<file path="src/rtl/sram_fb_arbiter.sv">
// Single-port SRAM framebuffer arbiter: alternating READ/WRITE slots, buffered pixel writes.
// Optional full-framebuffer clear engine is compiled in when FB_CLEAR_EN is defined.
`timescale 1ns/1ps
module sram_fb_arbiter #(
   parameter int                SRAM_AW     = 20,
   parameter int                DATA_W      = 16,
   parameter int                X_BITS      = 9,
   parameter int                Y_BITS      = 9,
   parameter int                SCALE_SHIFT = 1,
   parameter int                WFIFO_DEPTH = 8,
   parameter logic [DATA_W-1:0] CLEAR_VALUE = 16'h0000
) (
   input  logic                             iCLK,
   input  logic                             iRST,
   input  logic [9:0]                       iCoord_X,
   input  logic [9:0]                       iCoord_Y,
   input  logic                             iVideo_EN,
   input  logic                             iWr_Valid,
   output logic                             oWr_Ready,
   input  logic [X_BITS-1:0]                iWr_X,
   input  logic [Y_BITS-1:0]                iWr_Y,
   input  logic [DATA_W-1:0]                iWr_Data,
   output logic [DATA_W-1:0]                oPix_Data,
   output logic                             oPix_Valid,
   output logic [$clog2(WFIFO_DEPTH):0]     oFifo_Level,
   input  logic                             iClear,
   output logic                             oClear_Busy,
   output logic [SRAM_AW-1:0]               oSRAM_ADDR,
   output logic [DATA_W-1:0]                oSRAM_DQ,
   output logic                             oSRAM_DQ_OE,
   input  logic [DATA_W-1:0]                iSRAM_DQ,
   output logic                             oSRAM_WE_N,
   output logic                             oSRAM_OE_N,
   output logic                             oSRAM_CE_N,
   output logic                             oSRAM_UB_N,
   output logic                             oSRAM_LB_N
);
   localparam int PW    = $clog2(WFIFO_DEPTH);
   localparam int LW    = PW + 1;
   localparam int FB_AW = X_BITS + Y_BITS;
   localparam int EW    = FB_AW + DATA_W;

   typedef enum logic {SLOT_READ = 1'b0, SLOT_WRITE = 1'b1} slot_t;

   slot_t               slot_r, slot_next;
   logic [EW-1:0]       fifo_mem [WFIFO_DEPTH];
   logic [PW-1:0]       wr_ptr_r, rd_ptr_r;
   logic [LW-1:0]       level_r;
   logic                push, pop;
   logic                clear_busy;
   logic [FB_AW-1:0]    clear_addr;
   logic [X_BITS-1:0]   rd_x;
   logic [Y_BITS-1:0]   rd_y;
   logic                video_en_r;
   logic [SRAM_AW-1:0]  addr_next;
   logic [DATA_W-1:0]   dq_next;
   logic                we_n_next, oe_n_next, dq_oe_next;

   assign rd_x        = X_BITS'(iCoord_X >> SCALE_SHIFT);
   assign rd_y        = Y_BITS'(iCoord_Y >> SCALE_SHIFT);
   assign oWr_Ready   = ~iRST & (level_r < LW'(WFIFO_DEPTH));
   assign push        = iWr_Valid & oWr_Ready;
   // The head is consumed on the edge that launches the WRITE slot carrying it.
   assign pop         = ~iRST & (slot_r == SLOT_READ) & ~clear_busy & (level_r != '0);
   assign oFifo_Level = level_r;
   assign oClear_Busy = clear_busy;
   assign oSRAM_CE_N  = 1'b0;
   assign oSRAM_UB_N  = 1'b0;
   assign oSRAM_LB_N  = 1'b0;

   // Next-slot selection and the SRAM pin values it will present.
   always_comb begin
      slot_next  = (slot_r == SLOT_READ) ? SLOT_WRITE : SLOT_READ;
      addr_next  = '0;
      dq_next    = '0;
      we_n_next  = 1'b1;
      oe_n_next  = 1'b0;
      dq_oe_next = 1'b0;
      if (slot_next == SLOT_READ) begin
         addr_next = SRAM_AW'({rd_y, rd_x});
      end else if (clear_busy) begin
         addr_next  = SRAM_AW'(clear_addr);
         dq_next    = CLEAR_VALUE;
         we_n_next  = 1'b0;
         oe_n_next  = 1'b1;
         dq_oe_next = 1'b1;
      end else if (level_r != '0) begin
         addr_next  = SRAM_AW'(fifo_mem[rd_ptr_r][EW-1:DATA_W]);
         dq_next    = fifo_mem[rd_ptr_r][DATA_W-1:0];
         we_n_next  = 1'b0;
         oe_n_next  = 1'b1;
         dq_oe_next = 1'b1;
      end else begin
         oe_n_next  = 1'b1;
      end
   end

   // Slot phase and registered SRAM pins.
   always_ff @(posedge iCLK) begin
      if (iRST) begin
         slot_r      <= SLOT_READ;
         oSRAM_ADDR  <= '0;
         oSRAM_DQ    <= '0;
         oSRAM_WE_N  <= 1'b1;
         oSRAM_OE_N  <= 1'b0;
         oSRAM_DQ_OE <= 1'b0;
      end else begin
         slot_r      <= slot_next;
         oSRAM_ADDR  <= addr_next;
         oSRAM_DQ    <= dq_next;
         oSRAM_WE_N  <= we_n_next;
         oSRAM_OE_N  <= oe_n_next;
         oSRAM_DQ_OE <= dq_oe_next;
      end
   end

   // Pixel fetch: qualifier sampled with the address, data captured as the READ slot ends.
   always_ff @(posedge iCLK) begin
      if (iRST) begin
         video_en_r <= 1'b0;
         oPix_Data  <= '0;
         oPix_Valid <= 1'b0;
      end else begin
         if (slot_r == SLOT_WRITE) begin
            video_en_r <= iVideo_EN;
         end
         if (slot_r == SLOT_READ) begin
            oPix_Valid <= video_en_r;
            oPix_Data  <= video_en_r ? iSRAM_DQ : '0;
         end else begin
            oPix_Valid <= 1'b0;
         end
      end
   end

   // Write FIFO storage.
   always_ff @(posedge iCLK) begin
      if (push) begin
         fifo_mem[wr_ptr_r] <= {iWr_Y, iWr_X, iWr_Data};
      end
   end

   // Write FIFO pointers and occupancy.
   always_ff @(posedge iCLK) begin
      if (iRST) begin
         wr_ptr_r <= '0;
         rd_ptr_r <= '0;
         level_r  <= '0;
      end else begin
         if (push) wr_ptr_r <= wr_ptr_r + PW'(1);
         if (pop)  rd_ptr_r <= rd_ptr_r + PW'(1);
         case ({push, pop})
            2'b10:   level_r <= level_r + LW'(1);
            2'b01:   level_r <= level_r - LW'(1);
            default: level_r <= level_r;
         endcase
      end
   end

`ifdef FB_CLEAR_EN
   logic [FB_AW:0] clear_cnt_r;
   logic           clear_busy_r;

   assign clear_busy = clear_busy_r;
   assign clear_addr = clear_cnt_r[FB_AW-1:0];

   // Clear sweep; the extra counter bit marks that the last address has been launched.
   always_ff @(posedge iCLK) begin
      if (iRST) begin
         clear_busy_r <= 1'b0;
         clear_cnt_r  <= '0;
      end else if (!clear_busy_r) begin
         if (iClear) begin
            clear_busy_r <= 1'b1;
            clear_cnt_r  <= '0;
         end
      end else if (slot_r == SLOT_READ) begin
         clear_cnt_r <= clear_cnt_r + (FB_AW+1)'(1);
      end else if (clear_cnt_r[FB_AW]) begin
         clear_busy_r <= 1'b0;
      end
   end
`else
   logic unused_clear;
   assign unused_clear = iClear;
   assign clear_busy   = 1'b0;
   assign clear_addr   = '0;
`endif
endmodule

</file>
<file path="config.mk">
export PLATFORM = sky130hd
export DESIGN_NAME = sram_fb_arbiter
export DESIGN_NICKNAME = d
export VERILOG_FILES = /design/src/rtl/sram_fb_arbiter.sv
export SDC_FILE = /design/constraint.sdc
export NUM_CORES = 1
export LEC_CHECK = 0
export CORE_MARGIN = 1
export CORE_UTILIZATION = 38
export DETAILED_ROUTE_END_ITERATION = 8
export MAX_ROUTING_LAYER = met4
export SLEW_MARGIN = 20
export SYNTH_ARGS = -nofsm -noshare
export SYNTH_HDL_FRONTEND = slang
export SYNTH_SLANG_ARGS = --single-unit
</file>
<file path="constraint.sdc">
create_clock -name iCLK -period 4.3 [get_ports iCLK]
set_clock_uncertainty 0.15 [all_clocks]
set_input_delay 0.645 -clock iCLK [delete_from_list [all_inputs] [get_ports iCLK]]
set_output_delay 0.645 -clock iCLK [all_outputs]
set_load 0.05 [all_outputs]
</file>
After elaboration in Yosys (flattened, before gate mapping)
Memories as Yosys holds them, arrays and structs flattened. A register that Yosys moved wholly into a read port is not among the register bits.
Cells that the tools add are included.
{"block": "word_totals", "rom_bits": 0, "reg_bits": 67, "ramBits": 272, "input_bits": 75, "output_inout_bits": 65, "latchBits": 0, "wordCells": 42, "memories": 1}
{"name": "fifo_mem", "depth": 8, "width": 34, "rd": 1, "rd_ports_with_merged_regs": 1, "write_ports": 1, "line_no": "46", "rtl": "logic [EW-1:0] fifo_mem [WFIFO_DEPTH];"}
{"block": "op_classes", "n_eq_ne": 2, "shift": 0, "mul": 0, "div": 0, "n_bitwise": 7, "n_mux": 11, "addsub": 4, "order_cmp": 1, "reduce_logical": 4}
{"cell": "two-way mux 18 bit", "n": 2}
{"cell": "two-way mux 16 bit", "n": 1}
{"cell": "case mux 4 bit (2 select lines)", "n": 1}
{"cell": "adder 3 x 1 -> 3 bit, second input constant", "n": 2}
{"cell": "two-way mux 3 bit", "n": 2}
{"cell": "two-way mux 1 bit", "n": 5}
{"cell": "adder 4 x 1 -> 4 bit, second input constant", "n": 1}
{"cell": "AND 1 bit", "n": 4}
{"cell": "less-than comparator 4 bit, second input constant", "n": 1}
{"cell": "nonzero test 4 bit", "n": 1}
{"cell": "subtractor 4 x 1 -> 4 bit, second input constant", "n": 1}
{"cell": "inverter 1 bit", "n": 3}
{"cell": "OR reduction 3 bit", "n": 1}
{"cell": "== test 2 x 1 -> 1 bit, second input constant", "n": 1}
{"cell": "== test 2 bit, second input constant", "n": 1}
{"cell": "nonzero test 2 bit", "n": 1}
{"cell": "OR reduction 2 bit", "n": 1}

Logic depth before layout (Yosys ltp)
Gate-level depths: netlist (run 1).
{"block": "logic_depth", "depth_word": 5, "mapped_depth": 12, "ltp_nobuf": 10}

Least setup slack after synthesis (run 1)
OpenSTA, ideal clock, no wires.
{"block": "synth_path", "path_type": "in2reg", "start": "input port iWr_Valid", "end": "memory fifo_mem[0][0] (netlist name), enable pin", "slack_ps": 72, "t_required_ps": 3682, "arrival_time_ps": 3610, "setup_ps": 468, "cell_stages": 3, "path_buffers": 0, "cell_sequence": "nor3b_1 -> nand2b_1 -> nor3_1"}
{"block": "synth_between", "elab_chain_len": 3}
{"element": "start: declaration", "line_no": "18", "rtl": "input logic iWr_Valid,"}
{"element": "AND 1 bit", "line_no": "62", "rtl": "assign push = iWr_Valid & oWr_Ready;"}
{"element": "two-way mux 1 bit", "line_no": "138", "rtl": "if (push) begin"}
{"element": "two-way mux 1 bit (implied by the code)", "line_no": "139", "rtl": "fifo_mem[wr_ptr_r] <= {iWr_Y, iWr_X, iWr_Data};"}
{"element": "end: declaration", "line_no": "46"}
Every way passes these cells.

Final worst setup path (run 1)
{"block": "layout_path", "start": "register level_r[0], in the netlist oFifo_Level[0]", "end": "register level_r[3], in the netlist oFifo_Level[3]"}
{"block": "layout_between", "word_cells_on_any_way": 11, "cone_classes": "2 x add/sub; 1 x order compare; 2 x eq/ne; 1 x mux; 3 x bitwise; 2 x reduce/logical"}
{"element": "start: declaration", "line_no": "48", "rtl": "logic [LW-1:0] level_r;"}
{"element": "start signal: assignment", "line_no": "153", "rtl": "2'b10: level_r <= level_r + LW'(1);"}
{"element": "start signal: assignment", "line_no": "154", "rtl": "2'b01: level_r <= level_r - LW'(1);"}
{"element": "start signal: assignment", "line_no": "155", "rtl": "default: level_r <= level_r;"}
{"element": "nonzero test 4 bit *", "line_no": "64", "rtl": "assign pop = ~iRST & (slot_r == SLOT_READ) & ~clear_busy & (level_r != '0);"}
{"element": "AND 1 bit *", "line_no": "64"}
{"element": "named net pop", "line_no": "49", "rtl": "logic push, pop;"}
{"element": "== test 2 x 1 -> 1 bit or == test 2 bit (tied branches)", "line_no": "152", "rtl": "case ({push, pop})"}
{"element": "case mux 4 bit (2 select lines) or nonzero test 2 bit (tied branches)"}
The timed path passes the listed nets; every way through them passes the cells marked *.
A chain may end at the register's enable or synchronous reset.

==> results of run 1 <==
-- cells in the final DEF, fill, tap and decap left out, types with 2 or more instances in the layout --
| master | n |
|---|---|
| and2_1 | 2 |
| clkinv_1 | 3 |
| xnor2_1 | 2 |
| nor2_4 | 7 |
| mux4_2 | 50 |
| mux2i_1 | 54 |
| a21oi_1 | 21 |
| buf_12 | 3 |
| nor3_2 | 2 |
| inv_1 | 3 |
| clkbuf_1 | 9 |
| clkinv_2 | 6 |
| clkdlybuf4s50_1 | 129 |
| buf_4 | 20 |
| conb_1 | 6 |
| o21ai_0 | 4 |
| ha_1 | 5 |
| xor2_1 | 4 |
| edfxtp_1 | 272 |
| dfxtp_2 | 2 |
| nor2_1 | 25 |
| dfxtp_1 | 65 |
| o211ai_1 | 18 |
| bufinv_16 | 4 |
| a22o_1 | 16 |
| clkbuf_8 | 5 |
| clkbuf_16 | 39 |
| nand2b_1 | 4 |
| or3_1 | 2 |
| a22oi_1 | 18 |
| nor2b_2 | 2 |
| nor3b_1 | 2 |
| nor2b_1 | 2 |
| nand2_1 | 24 |
-- sequential cells by signal, indices dropped and copies added (netlist names), named ones only --
register     flops
fifo_mem       272
oFifo_Level      4
oPix_Data       16
oPix_Valid       1
oSRAM_ADDR      18
oSRAM_DQ        16
oSRAM_DQ_OE      1
oSRAM_WE_N       1
rd_ptr_r         3
slot_r           1
video_en_r       1
wr_ptr_r         3
-- power by group through the flow --
stage | sequential (mW) | clock (mW) | combinational (mW)
6_report | 3.82 | 3.23 | 1.45
5_1_grt | 3.84 | 3.44 | 1.55
4_1_cts | 3.82 | 3.30 | 1.48
3_5_place_dp | 3.89 | 0 | 1.48
3_3_place_gp | 3.89 | 0 | 1.47
2_1_floorplan | 4.02 | 0 | 0.978
-- cells by family (layout without fill, tap and decap cells) --
family / after synthesis / in the layout / synth area share
AO/OA/AOI/OAI: 79 / 79 / 0.0439
XOR/XNOR: 6 / 6 / 0.00419
adder cells (fa/ha/maj): 5 / 5 / 0.00499
buffers and inverters: 47 / 223 / 0.0253
flip-flops: 340 / 340 / 0.761
multiplexers: 105 / 105 / 0.134
other: 1 / 7 / 0.000299
AND/OR/NAND/NOR: 75 / 75 / 0.0268
-- cell type report --
type | count | area (µm²) | share of cell area
antenna | 1 | 2.50 | 0.000160
clock buffer | 53 | 1080 | 0.0690
clock inverter | 15 | 178 | 0.0114
inverter | 3 | 11.3 | 0.000721
multi-input combinational | 276 | 2770 | 0.177
sequential | 340 | 9540 | 0.610
tap | 442 | 553 | 0.0354
timing repair buffer | 152 | 1500 | 0.0961
-- through the flow --
stage	instance area [µm²]	utilization	cells
after floorplan	12500	-	663
after global placement	14400	0.443	1213
after detailed placement	14400	0.443	1213
after CTS	15600	0.481	1281
after global routing	15600	0.482	1282
final	15600	0.482	1282
-- per-layer routing --
metal  wire length [µm]  share of wire
met1              11400           0.45
met4                504          0.020
met2              12400           0.49
met3               1170          0.046
met5                  0              0
-- worst max path at each step --
stage	from	to	slack, ns	cells after the start
2_1_floorplan	iWr_Valid	fifo_mem[0][0]	0.07	3
3_3_place_gp	iRST	oFifo_Level[3]	0.87	9
3_5_place_dp	iRST	oFifo_Level[3]	0.79	9
4_1_cts	oFifo_Level[0]	oFifo_Level[3]	1.03	9
5_1_grt	oFifo_Level[0]	oFifo_Level[3]	0.85	9
6_report	oFifo_Level[0]	oFifo_Level[3]	1.07	9
-- worst max-delay path, stage by stage, from the launching register on --
cell and delay (ns):
dfxtp_1 0.37, nor4_1 0.69, or3_1 0.20, buf_4 0.29, inv_1 0.10, ha_1 0.39
nor4b_1 0.35, o21ai_0 0.12, o31ai_1 0.09, mux2_2 0.36
==> flow_summary.json, run 1 <==
{
  "status": "completed",
  "synth-seq-cells": 340,
  "min-delay-start": "oPix_Data[6]",
  "ctsRootBufferMaster": "clkbuf_16",
  "drtIter0Drc": 508,
  "dp_hpwl_mm": 14.3,
  "switching_share": 0.253,
  "period_minus_slack_ns": 3.23,
  "fin_ws_ns": 1.07,
  "wl_per_cell_um": 19.9,
  "design.core.area_um2": 32500,
  "synth_area_leader_cell": "edfxtp_1",
  "avgViaCountPerCell": 4.90,
  "h-tree-depth": 2,
  "ys_types": 36,
  "cts_tree": "done",
  "p_leak_nw": 4.98,
  "setup_viol": 0,
  "io_pins": 140,
  "worstSetupPathType": "flop to flop",
  "max_freq_mhz": 310,
  "slew_viol_final": 0,
  "drive_above_1_share": 0.172,
  "start_kind": "flop",
  "antenna_found_initial": 1,
  "crit_path_max_fanout": 19,
  "maxCapViolCount": 0,
  "regToRegStartpoint": "oFifo_Level[0]",
  "pwr-share-clk": 0.380,
  "finalPower_mw": 8.49,
  "seq_area_frac_synth": 0.761,
  "grt_use_met3": 0.0303,
  "die_y_um": 184,
  "cts_resized": 0,
  "endpoint_kind": "flop",
  "numCtsBuffers": 37,
  "die_w_um": 184,
  "peakVddDrop_v": 0.000368,
  "avgSynthCellArea_um2": 19.0,
  "grt_use_met1": 0.213,
  "r2r_end": "oFifo_Level[3]",
  "first_pass_iters": 4,
  "grt_pass1_vias": 6721,
  "clkTransAtPathRegs_ns": 0.06,
  "grt.total_usage": 0.161,
  "synthToLayoutAreaGrowth_pct": 24.7,
  "fillers": 2734,
  "pre_cts_slack_ns": 0.788,
  "worst_pin_slew_ns": 1.05,
  "power_frac_comb": 0.171,
  "setup_tns_ns": 0,
  "drc": 0,
  "power_density_nw_per_um2": 543,
  "hold_class": "flop to flop",
  "fin_hold_ws_ns": 0.321,
  "cts_hold_buf": 0,
  "ys.flop_type": "edfxtp_1",
  "grt_use_met2": 0.255,
  "hold_viol_final": 0,
  "worstPathRequired_ns": 4.55,
  "totalWireLength_mm": 25.5,
  "gp_congestion": 0.691,
  "ant_nets": 0,
  "ff2ff_path_depth": 9,
  "synthTopCellsByArea": "edfxtp_1 65%, dfxtp_1 11%, mux4_2 9.0%",
  "arrival_ns": 3.48,
  "synth_edf_count": 272,
  "synthesis.area_um2": 12500,
  "reg2reg_slack_ns": 1.07,
  "cts_buffer_depth": 3,
  "grt_overflow": 0,
  "switchingPower_mw": 2.15,
  "p_int_mw": 6.35,
  "die-area_um2": 33700,
  "synthDominantCellAreaShare": 0.652,
  "dr_total_vias": 6286,
  "grt_pass1_wl_mm": 39.7,
  "rsz0062_at_grt": "no",
  "cts_sinks": 340,
  "clock_latency_ns": 0.52,
  "synthMostInstantiatedCell": "edfxtp_1",
  "relSlewSlack": 0.296,
  "start_util": 0.386,
  "grt_busiest_layer": "met2",
  "async_flop_share": 0,
  "yosys_warnings": 0,
  "finalNetCount": 890,
  "postCtsSetupBuffers": 0,
  "syn_inst": 658,
  "grt_max_degree": 51,
  "synth_common_cells": "272 x edfxtp_1, 68 x dfxtp_1, 54 x mux2i_1",
  "rows": 66,
  "hold_depth": 1,
  "period_share": 0.751,
  "whs_endpoint": "oPix_Data[6]",
  "pwr-share-seq": 0.449,
  "port-buffer-count": 130
}
No activity file was read; power rests on OpenSTA's default activity.
==> run 2, diff against run 1 <==
- clock period: 4.3 -> 3.35 ns (I/O delays scaled with it)
==> flow_summary.json, run 2 (synthesized netlist as in run 1, its figures left out) <==
{
  "worstPathRequired_ns": 2.70,
  "avgViaCountPerCell": 4.91,
  "setup_tns_ns": 0,
  "grt_max_degree": 35,
  "peakVddDrop_v": 0.000436,
  "antenna_found_initial": 0,
  "io_pins": 140,
  "worstSetupPathType": "flop to output port",
  "slew_viol_final": 0,
  "maxCapViolCount": 0,
  "ant_nets": 0,
  "synthToLayoutAreaGrowth_pct": 24.8,
  "clkTransAtPathRegs_ns": 0.06,
  "layout_commonest_cell": "edfxtp_1",
  "cts_buffer_depth": 3,
  "drtIter0Drc": 428,
  "rsz0062_at_grt": "no",
  "setup_viol": 0,
  "period_minus_slack_ns": 2.76,
  "hold_class": "flop to flop",
  "crit_path_max_fanout": 22,
  "regMostFlops": "fifo_mem",
  "h-tree-depth": 2,
  "hold_viol_final": 0,
  "gp_congestion": 0.705,
  "finalInstanceArea_um2": 15600,
  "fin_hold_ws_ns": 0.322,
  "period_share": 0.825,
  "grt_pass1_wl_mm": 38.8,
  "clock_latency_ns": 0.51,
  "p_leak_nw": 4.98,
  "start_kind": "flop",
  "dr_total_vias": 6314,
  "largestRegisters": "fifo_mem x272, oSRAM_ADDR x18",
  "diodes": 0,
  "max_freq_mhz": 362,
  "start_util": 0.386,
  "wl_per_cell_um": 19.8,
  "port-buffer-count": 130,
  "drc": 0,
  "relSlewSlack": 0.408,
  "dpl-instance-area_um2": 14400,
  "dp_hpwl_mm": 14.3,
  "design.core.area_um2": 32500,
  "largest_reg_flops": 272,
  "mostFrequentLayoutCells": "272 x edfxtp_1, 129 x clkdlybuf4s50_1, 65 x dfxtp_1",
  "totalWireLength_mm": 25.4,
  "grt_overflow": 0,
  "numCtsBuffers": 38,
  "status": "completed",
  "first_pass_iters": 4,
  "endpoint_kind": "output port",
  "finalPower_mw": 10.8,
  "power_density_nw_per_um2": 688,
  "rows": 66,
  "die_w_um": 184,
  "arrival_ns": 2.11,
  "finalNetCount": 895,
  "cts_resized": 0,
  "ctsRootBufferMaster": "clkbuf_16",
  "postCtsSetupBuffers": 0,
  "cts_tree": "done",
  "die_y_um": 184,
  "grt.total_usage": 0.158,
  "drive_above_1_share": 0.174,
  "cts_hold_buf": 0,
  "worst_pin_slew_ns": 0.889,
  "grt_pass1_vias": 6554,
  "die-area_um2": 33700,
  "cts_sinks": 340
}
-- run 2: metrics by stage --
step,setup WS [ns],std cells,utilization
floorplan,0.113,663,-
global placement,0.289,1217,0.445
detailed placement,0.266,1217,0.445
CTS,0.520,1285,0.482
global route,0.492,1285,0.482
finish,0.586,1285,0.482
-- run 2: power by group --
part,internal [mW],switching (mW),total (mW)
Clock,2.39,1.58,3.97
Combinational,0.909,1.03,1.94
Sequential,4.72,0.143,4.86
Total,8.01,2.75,10.8
-- run 2: final timing paths --
path,startpoint,endpoint,slack [ns],depth (start not counted)
setup / recovery,slot_r,oSRAM_OE_N,0.59,2
hold / removal,oPix_Data[0],oPix_Data[0],0.32,1
setup reg to reg,oFifo_Level[1],oFifo_Level[2],0.77,11
hold reg to reg,oPix_Data[0],oPix_Data[0],0.32,1
-- run 2: final cells by class --
class	count	area (µm²)
Multi-Input combinational cell	276	2780
Sequential cell	340	9540
Clock inverter	13	121
Tap cell	442	553
Timing Repair Buffer	156	1560
Inverter	3	11.3
Clock buffer	55	1080
Fill cell	2735	16800
-- run 2: worst max-delay path, stage by stage (launching register included) --
cell	delay [ns]
dfxtp_1	0.39
buf_4	0.33
clkdlybuf4s50_1	0.88
-- run 2: metal layers --
layer / share of wire / track usage / vias to the layer above
met4: 0.017 / 0.0437 / 0
li1: - / - / 2912
met3: 0.062 / 0.0307 / 37
met5: 0 / - / -
met2: 0.49 / 0.253 / 172
met1: 0.43 / 0.205 / 3193
==> run 3, diff against run 2 <==
- clock period: 3.35 -> 2.66 ns (I/O delays scaled with it)
==> flow_summary.json, run 3 (synthesized netlist as in run 1, its figures left out) <==
{
  "regToRegStartpoint": "oFifo_Level[3]",
  "cts_sinks": 340,
  "slew_viol_final": 0,
  "dp.cells": 1227,
  "endpoint": "oSRAM_OE_N",
  "start_kind": "flop",
  "stdcell_count": 1294,
  "dr_total_vias": 6391,
  "port-buffer-count": 130,
  "hold_viol_final": 0,
  "design.core.area_um2": 32500,
  "worst_pin_slew_ns": 0.984,
  "start_util": 0.386,
  "first_pass_iters": 5,
  "cts_buffer_depth": 3,
  "dpl-instance-area_um2": 14700,
  "io_pins": 140,
  "endpoint_kind": "output port",
  "finalInstanceArea_um2": 15900,
  "die_w_um": 184,
  "drtIter0Drc": 346,
  "avgViaCountPerCell": 4.94,
  "mostFrequentLayoutCells": "272 x edfxtp_1, 128 x clkdlybuf4s50_1, 60 x dfxtp_1",
  "dr_wl_met3_um": 980,
  "clock_latency_ns": 0.51,
  "grt_pass1_wl_mm": 39.1,
  "period_minus_slack_ns": 2.52,
  "grt.total_usage": 0.158,
  "highest_layer": "met4",
  "cts_tree": "done",
  "peakVddDrop_v": 0.000607,
  "clkTransAtPathRegs_ns": 0.06,
  "drive_above_1_share": 0.194,
  "worstPathRequired_ns": 2.11,
  "diodes": 0,
  "h-tree-depth": 2,
  "ff2ff_path_depth": 8,
  "fin_ws_ns": 0.138,
  "drc": 0,
  "postCtsSetupBuffers": 0,
  "finalNetCount": 904,
  "wl_per_cell_um": 19.6,
  "regMostFlops": "fifo_mem",
  "status": "completed",
  "setup_viol": 0,
  "rows": 66,
  "rsz0062_at_grt": "no",
  "grt_pass1_vias": 6704,
  "maxCapViolCount": 0,
  "crit_path_max_fanout": 23,
  "p_leak_nw": 5.09,
  "antenna_found_initial": 0,
  "cp-startpoint": "slot_r",
  "largest_reg_flops": 272,
  "pre_cts_slack_ns": -0.108,
  "reg2reg_slack_ns": 0.29,
  "hold_class": "input port to flop",
  "grt_overflow": 0,
  "ant_nets": 0,
  "largestRegisters": "fifo_mem x272, oSRAM_ADDR x18",
  "max_freq_mhz": 397,
  "die_y_um": 184,
  "dp_hpwl_mm": 15.3,
  "numCtsBuffers": 36,
  "relSlewSlack": 0.341,
  "gp_congestion": 0.716,
  "utilization": 0.491,
  "die-area_um2": 33700,
  "met1_length_mm": 11.4,
  "layout_commonest_cell": "edfxtp_1",
  "r2r_end": "oFifo_Level[3]",
  "totalWireLength_mm": 25.3,
  "power_density_nw_per_um2": 865,
  "finalPower_mw": 13.8,
  "dr_wl_met2_mm": 12.5,
  "grt_max_degree": 36,
  "ctsRootBufferMaster": "clkbuf_16",
  "period_share": 0.948,
  "worstSetupPathType": "flop to output port",
  "synthToLayoutAreaGrowth_pct": 27.2,
  "arrival_ns": 1.97
}
==> run 3: changes by cell type in the layout (fill, tap and decap cells not counted), sizes merged <==
cell,previous run,this run
clkinvlp,0,1
bufinv,2,5
dlygate4sd3,0,1
clkinv,10,8
buf,27,38
clkbuf,55,50
inv,4,5
clkdlybuf4s50,129,128
==> run 3: metrics by stage <==
stage,setup TNS (ns),hold slack [ns]
finish,0,0.306
global route,0,0.293
CTS,0,0.288
detailed placement,-0.195,0.311
global placement,-0.210,0.306
floorplan,0,0.312
==> run 3: power breakdown <==
| group | switching (mW) | internal, mW |
|---|---|---|
| Clock | 1.96 | 3.19 |
| Sequential | 0.146 | 5.95 |
| Combinational | 1.36 | 1.19 |
==> run 3: how the worst min path moves through the flow <==
| stage | start | endpoint | slack (ns) | depth (start not counted) |
|---|---|---|---|---|
| after floorplan | wr_ptr_r[0] | wr_ptr_r[0] | 0.31 | 2 |
| after global routing | iCoord_X[1] | oSRAM_ADDR[0] | 0.29 | 3 |
| after CTS | iCoord_Y[4] | oSRAM_ADDR[12] | 0.29 | 3 |
| after detailed placement | oPix_Data[11] | oPix_Data[11] | 0.31 | 1 |
| final | iCoord_X[4] | oSRAM_ADDR[3] | 0.31 | 3 |
| after global placement | oPix_Data[3] | oPix_Data[3] | 0.31 | 1 |
==> run 3: worst max-delay path, cell delays in order, from the launching register on <==
cell             delay, ns
dfxtp_2               0.33
buf_4                 0.27
clkdlybuf4s50_1       0.87
==> run 3: timing repair <==
action,in CTS,in global routing
hold buffers,1,0
resized for setup,0,1
hold endpoints to repair,3,0
setup endpoints to repair,0,2
==> run 3: layout make-up <==
type / instances / area [µm²]
Inverter: 3 / 11.3
Clock buffer: 50 / 1020
Timing Repair Buffer: 167 / 1790
Sequential cell: 340 / 9550
Tap cell: 442 / 553
Clock inverter: 16 / 213
Fill cell: 2722 / 16500
Multi-Input combinational cell: 276 / 2790
==> run 3: routing by layer <==
metal  track usage  vias to the layer above
li1              -                     2936
met1         0.207                     3270
met2         0.256                      149
met3        0.0263                       36
met4        0.0380                        0
met5             -                        -
